## config.mk

```make
export PLATFORM = sky130hd
export DESIGN_NAME = serial_subtractor
export DESIGN_NICKNAME = d
export VERILOG_FILES = /design/src/rtl/arith_pkg.sv /design/src/rtl/sub_slice.sv /design/src/rtl/serial_subtractor.sv
export SDC_FILE = /design/constraint.sdc
export NUM_CORES = 1
export LEC_CHECK = 0
export ABC_CLOCK_PERIOD_IN_PS = 3750
export BUFFER_PORTS_ARGS = -buffer_cell sky130_fd_sc_hd__buf_2
export CAP_MARGIN = 20
export CORE_ASPECT_RATIO = 2
export CORE_MARGIN = 1.5
export CORE_UTILIZATION = 51
export CTS_CLUSTER_DIAMETER = 80
export DETAILED_ROUTE_END_ITERATION = 6
export PLACE_DENSITY = 0.89
export SYNTH_ARGS = -nofsm -noshare
export SYNTH_HDL_FRONTEND = slang
export SYNTH_SLANG_ARGS = --single-unit
```

## constraint.sdc

```tcl
create_clock -name clk -period 3.75 [get_ports clk]
set_input_delay 0.375 -clock clk [delete_from_list [all_inputs] [get_ports clk]]
set_output_delay 0.375 -clock clk [all_outputs]
set_load 0.01 [all_outputs]
```

## src/rtl/arith_pkg.sv

```systemverilog
// Shared types and helpers for the sliced arithmetic blocks.
package arith_pkg;

   typedef enum logic [1:0] {IDLE, CALC, DONE} serial_state_t;

   function automatic int num_slices(input int width, input int chunk);
      return width / chunk;
   endfunction

endpackage

```

## src/rtl/sub_slice.sv

```systemverilog
// Combinational slice subtractor: {bout, diff} = a - b - bin.
module sub_slice #(
   parameter int WIDTH = 4
) (
   input  logic [WIDTH-1:0] a,
   input  logic [WIDTH-1:0] b,
   input  logic             bin,
   output logic [WIDTH-1:0] diff,
   output logic             bout
);

   // One guard bit on top captures the borrow as the wrapped MSB.
   assign {bout, diff} = {1'b0, a} - {1'b0, b} - {{WIDTH{1'b0}}, bin};

endmodule

```

## src/rtl/serial_subtractor.sv

```systemverilog
// Multi-cycle subtractor: diff = a - b - bin, one CHUNK-bit slice per cycle, LSB slice first.
//
// state | meaning
// IDLE  | waiting for operands, in_ready high
// CALC  | one slice per cycle, borrow carried in borrow_r
// DONE  | result presented, held until out_ready
module serial_subtractor
   import arith_pkg::*;
#(
   parameter int WIDTH = 8,
   parameter int CHUNK = 4
) (
   input  logic             clk,
   input  logic             rst,
   input  logic             in_valid,
   output logic             in_ready,
   input  logic [WIDTH-1:0] a,
   input  logic [WIDTH-1:0] b,
   input  logic             bin,
   output logic             out_valid,
   input  logic             out_ready,
   output logic [WIDTH-1:0] diff,
   output logic             bout,
   output logic             ovf
);

   localparam int NS = num_slices(WIDTH, CHUNK);
   localparam int IW = (NS > 1) ? $clog2(NS) : 1;
   localparam logic [IW-1:0] LAST_IDX = IW'(NS - 1);

   generate
      if (CHUNK < 1 || CHUNK > WIDTH || (WIDTH % CHUNK) != 0) begin : g_bad_cfg
         $error("serial_subtractor: WIDTH must be a multiple of CHUNK and 1 <= CHUNK <= WIDTH");
      end
   endgenerate

   serial_state_t    state;
   serial_state_t    state_n;
   logic [WIDTH-1:0] a_r;
   logic [WIDTH-1:0] b_r;
   logic [WIDTH-1:0] diff_r;
   logic             borrow_r;
   logic             bout_r;
   logic             ovf_r;
   logic [IW-1:0]    idx;
   logic             last;
   int unsigned      base;
   logic [CHUNK-1:0] slice_a;
   logic [CHUNK-1:0] slice_b;
   logic [CHUNK-1:0] slice_d;
   logic             borrow_n;

   assign base    = int'(idx) * CHUNK;
   assign slice_a = a_r[base +: CHUNK];
   assign slice_b = b_r[base +: CHUNK];
   assign last    = (idx == LAST_IDX);

   sub_slice #(.WIDTH(CHUNK)) u_slice (
      .a    (slice_a),
      .b    (slice_b),
      .bin  (borrow_r),
      .diff (slice_d),
      .bout (borrow_n)
   );

   always_ff @(posedge clk) begin
      if (rst) begin
         state <= IDLE;
      end else begin
         state <= state_n;
      end
   end

   always_comb begin
      state_n = state;
      case (state)
         IDLE:    if (in_valid) state_n = CALC;
         CALC:    if (last) state_n = DONE;
         DONE:    if (out_ready) state_n = IDLE;
         default: state_n = IDLE;
      endcase
   end

   always_ff @(posedge clk) begin
      if (rst) begin
         a_r      <= '0;
         b_r      <= '0;
         diff_r   <= '0;
         borrow_r <= 1'b0;
         bout_r   <= 1'b0;
         ovf_r    <= 1'b0;
         idx      <= '0;
      end else begin
         case (state)
            IDLE: begin
               if (in_valid) begin
                  a_r      <= a;
                  b_r      <= b;
                  borrow_r <= bin;
                  idx      <= '0;
               end
            end
            CALC: begin
               diff_r[base +: CHUNK] <= slice_d;
               borrow_r              <= borrow_n;
               bout_r                <= borrow_n;
               if (last) begin
                  // The top slice's MSB is the result sign bit.
                  ovf_r <= (a_r[WIDTH-1] != b_r[WIDTH-1]) &&
                           (slice_d[CHUNK-1] != a_r[WIDTH-1]);
               end else begin
                  idx <= idx + 1'b1;
               end
            end
            default: ;
         endcase
      end
   end

   assign in_ready  = (state == IDLE);
   assign out_valid = (state == DONE);
   assign diff      = diff_r;
   assign bout      = bout_r;
   assign ovf       = ovf_r;

endmodule

```

==> run metrics, run 1 <==
Clock power frac=34.2%; Hold Path Class=input pin to flip-flop; biggest area consumer among synthesized cells=dfxtp_1; CTS Hold Bufs=0; # setup viols final=0; remaining antenna violation count=0; CTS Sinks=30; Inserted Diodes=0; Worst R2R Path Depth=7; port buffer count=32; Post-CTS Resized=0; Die Span Y=75.7 um; global route total overflow=0; post-DR wirelength/cell=12.0 um; share of layout cells above drive strength 1=22.8%; Initial Utilization=53.1%; Pleak=0.678 nW; CP Launch Type=flip-flop; Final period util=74.9%; Final Critical Period=2810 ps; Gate power share=19.4%; Die Width=39.3 um; largest net degree at the start of global routing=31; Post-CTS Setup Inserts=0; placed wire-length estimate=2070 um; DRT Wirelength=2650 um; post-synthesis sequential area ratio=44.6%; initial DRC count=12; post-synth top area share=44.6%; Hold Violations, Final=0; nature of the critical path endpoint=flip-flop; max-slew violation count=0; Worst-Skew Late Latency=290 ps; DR vias=1159; cell with the most instances after synthesis=nand2_1; area grow syn2layout=18.7%; vias per cell=5.24; cell count after synthesis=162; async set or reset register ratio after synthesis=0%; synthesized flop and latch total=30; vias in the first global route=1040; IO Pins=33; die area=2980 um^2; Hold Path Depth=3; outcome=complete, no violations; Core Box Area=2540 um^2; critical path data required time=3970 ps; Layout Nets=219; number of enable flip-flop cells after synthesis=0; Remaining DRCs=0; CTS tree=yes; Peak supply drop=0.000269 V; Root Driver=clkbuf_8; cell internal pwr=556 uW; DRT Pass-1 Iters=5; WP data arrival=3030 ps; Layout Skew=5.03 ps; largest cells by area after synthesis=dfxtp_1 (45%), nand2_1 (12%), a21oi_1 (9.7%); Sw Share=28.1%; CTS H-tree lvls=2; # rows=26; power per cell area=484 nW/um^2; Main synth FF type=dfxtp_1; initial antenna violation count=0; synth cell count leaders=nand2_1 (44), dfxtp_1 (30), a21oi_1 (26), nor2_1 (8), clkbuf_1 (7); Setup CP Type=flip-flop to flip-flop; TritonCTS Buffers=5; gpl congestion=0.891; worst reg2reg startpoint=idx; unrepaired setup endpoints after global routing=no; gr usage total=22.0%; hold endpoint=b_r[0]; Worst-path clk slew=60 ps; Seq pwr share=46.4%; Worst Tran Pin Value=558 ps; Mapped Area=1350 um^2; critical path fanouts, max=13; Max-slew headroom=62.7%; Syn Area/Cell=8.31 um^2; warnings from Yosys=0; worst hold margin=324 ps; RR Endpoint=ovf; first-pass GRT wire length=4290 um; Cell variety after synth=25; maximum clock path buffer count=2; MaxCap Viol Count=0; r2r setup slk=940 ps; syn_nets=189; Hold Startpoint=b[0]; fmax=0.356 GHz; Psw=217 uW; TNS Setup=0 ps
[power by group through the flow]
stage	combinational, mW	sequential [mW]	clock [mW]
final	0.150	0.359	0.265
after global routing	0.170	0.362	0.288
after CTS	0.152	0.359	0.268
after detailed placement	0.151	0.366	0
after global placement	0.146	0.365	0
after floorplan	0.111	0.363	0
[sequential cells by signal (all words and copies together), names as in the netlist]
register and count:
a_r 8, b_r 8, diff 8, state 2
borrow_r 1, bout 1, idx 1, ovf 1
[cell usage in the layout (no fill, tap or decap), drive strengths merged]
master	instances
a311o	1
nand2	44
mux2i	5
mux2	4
clkbuf	7
nor2b	5
and2	2
buf	32
nand3	1
inv	4
xnor2	2
nor2	8
fa	2
or3b	1
dfxtp	30
o22ai	1
a31oi	1
a21oi	26
nand4	3
o21bai	1
a211oi	4
ha	4
nand2b	4
clkinv	1
[layer usage]
metal	GRT usage (%)	vias to the layer above	wire length, um
met4	13.8	0	90
met1	19.2	528	940
li1	-	598	-
met2	39.8	23	1520
met3	7.87	10	100
met5	0	-	0
[worst max-delay path, cell delays in order, from the launching register on]
cell,delay (ps)
dfxtp_1,670
mux2_2,410
fa_1,420
ha_1,200
nor2b_1,180
or3b_4,430
a311o_1,270
a31oi_1,160
[through the flow]
stage,instance area (um^2),cells,worst slack [ps],power [mW],util [%]
6_report,1600,221,941,0.773,63.0
4_1_cts,1600,221,941,0.779,63.0
5_1_grt,1600,221,814,0.819,63.0
3_5_place_dp,1510,213,961,0.517,59.4
3_3_place_gp,1510,213,1060,0.510,59.4
2_1_floorplan,1350,162,1020,0.474,-
[worst max path at each step]
stage          startpoint  end  slack (ps)  depth (start not counted)
2_1_floorplan         idx  ovf        1020                          8
3_3_place_gp          idx  ovf        1060                          7
3_5_place_dp          idx  ovf         960                          7
4_1_cts               idx  ovf         940                          7
5_1_grt               idx  ovf         810                          7
6_report              idx  ovf         940                          7
[layout make-up]
cell class                      count  area (um^2)
Multi-Input combinational cell    119          696
Clock buffer                        7         86.3
Tap cell                           28         35.0
Sequential cell                    30          601
Clock inverter                      1         5.00
Inverter                            4         15.0
Timing Repair Buffer               32          160
Fill cell                         243          940
[logic make-up after synthesis]
| kind of cell | after synthesis | share of synthesized area [%] |
|---|---|---|
| and+or+nand+nor | 68 | 22.2 |
| AOI/OAI and AO/OA | 34 | 14.1 |
| DFF | 30 | 44.6 |
| buffers and inverters | 13 | 3.72 |
| muxes | 9 | 7.34 |
| adders and majority gates | 6 | 6.69 |
| xor gates and xnor gates | 2 | 1.30 |
Power figures use the tool's default switching activity.
==> run 2, diff against run 1 <==
ABC_CLOCK_PERIOD_IN_PS = 2680   (was 3750)
clock period = 2.68 ns   (was 3.75 ns; I/O delays follow)
==> run metrics, run 2 (synthesized netlist as in run 1, its figures left out) <==
initial antenna violation count=0; nature of the critical path endpoint=flip-flop; Gate power share=20.2%; gr usage total=21.5%; CP Launch Type=flip-flop; CTS tree=yes; Tot Pwr=1.08 mW; initial DRC count=30; gpl congestion=0.888; Psw=302 uW; DRT Wirelength=2640 um; cell internal pwr=782 uW; commonest non-fill, non-tap cell in the layout=nand2_1; worst hold margin=217 ps; placed wire-length estimate=2030 um; port buffer count=32; Final period util=91.6%; setup slack at placement=234 ps; # rows=26; Max-slew headroom=63.3%; DR vias=1141; Die Span Y=75.7 um; Setup CP Type=flip-flop to flip-flop; die area=2980 um^2; # setup viols final=0; Sw Share=27.9%; fillcell total=245; Pleak=0.689 nW; power per cell area=672 nW/um^2; Seq pwr share=45.8%; Hold Violations, Final=0; TritonCTS Buffers=5; Seq. cell area=601 um^2; Root Driver=clkbuf_8; TNS Setup=0 ps; Clock power frac=34.0%; share of layout cells above drive strength 1=23.6%; max-slew violation count=0; area grow syn2layout=19.8%; global route total overflow=0; Layout Nets=221; first-pass GRT wire length=4260 um; Initial Utilization=53.1%; worst setup margin=224 ps; Post-CTS Setup Inserts=0; CTS Sinks=30; post-DR wirelength/cell=11.8 um; remaining antenna violation count=0; CTS Hold Bufs=0; Worst-path clk slew=60 ps; Peak supply drop=0.000434 V; DRT Pass-1 Iters=4; Final Critical Period=2460 ps; Inserted Diodes=0; Worst Tran Pin Value=549 ps; unrepaired setup endpoints after global routing=no; Core Box Area=2540 um^2; Remaining DRCs=0; WP data arrival=2670 ps; outcome=complete, no violations; fmax=0.407 GHz; Die Width=39.3 um; Worst-Skew Late Latency=280 ps; Post-CTS Resized=0; most frequent cells in the layout=nand2_1 (44), buf_2 (32), dfxtp_1 (30); vias per cell=5.12; Hold Path Class=input pin to flip-flop; IO Pins=33; vias in the first global route=1036; CTS H-tree lvls=2; MaxCap Viol Count=0; largest net degree at the start of global routing=31; critical path fanouts, max=4; Multi-input gate area=696 um^2; Layout Skew=5.09 ps; final core utilization=63.6%; maximum clock path buffer count=2; critical path data required time=2900 ps
## run 2: changes by cell type in the layout (fill, tap and decap cells not counted), sizes merged
cell / delta
buf: +2
## run 2: layout make-up
cell class | count | share of cell area, %
Clock buffer | 7 | 5.35
Clock inverter | 1 | 0.310
Inverter | 4 | 0.931
Multi-Input combinational cell | 119 | 43.1
Sequential cell | 30 | 37.2
Tap cell | 28 | 2.17
Timing Repair Buffer | 34 | 10.9
## run 2: worst max-delay path, cell delays in order, from the launching register on
cell     delay [ps]
dfxtp_1         380
mux2_2          360
fa_1            410
ha_1            210
nor2b_1         170
or3b_4          430
a311o_1         280
a31oi_1         160
## run 2: worst paths after layout
kind / start / endpoint / slack, ps / depth (start not counted)
min: b[6] / b_r[6] / 220 / 3
min reg2reg: diff[7] / diff[7] / 450 / 2
max: idx / ovf / 220 / 7
max reg2reg: idx / ovf / 220 / 7
## run 2: per-stage QoR
stage / instances / instance area [um^2]
3_5_place_dp: 215 / 1520
2_1_floorplan: 162 / 1350
3_3_place_gp: 215 / 1520
4_1_cts: 223 / 1610
5_1_grt: 223 / 1610
6_report: 223 / 1610
## run 2: routing by layer
metal	GRT usage, %	up-vias	wire length (um)
met5	0	-	0
met4	13.0	0	81
met3	8.16	8	126
met2	37.2	27	1480
met1	20.3	502	950
li1	-	604	-
## run 2: power groups by stage
stage	Clock (mW)	Combinational, mW	Sequential (mW)
CTS	0.373	0.221	0.497
global placement	0	0.213	0.506
global route	0.401	0.247	0.501
detailed placement	0	0.219	0.507
floorplan	0	0.156	0.507
finish	0.368	0.219	0.496
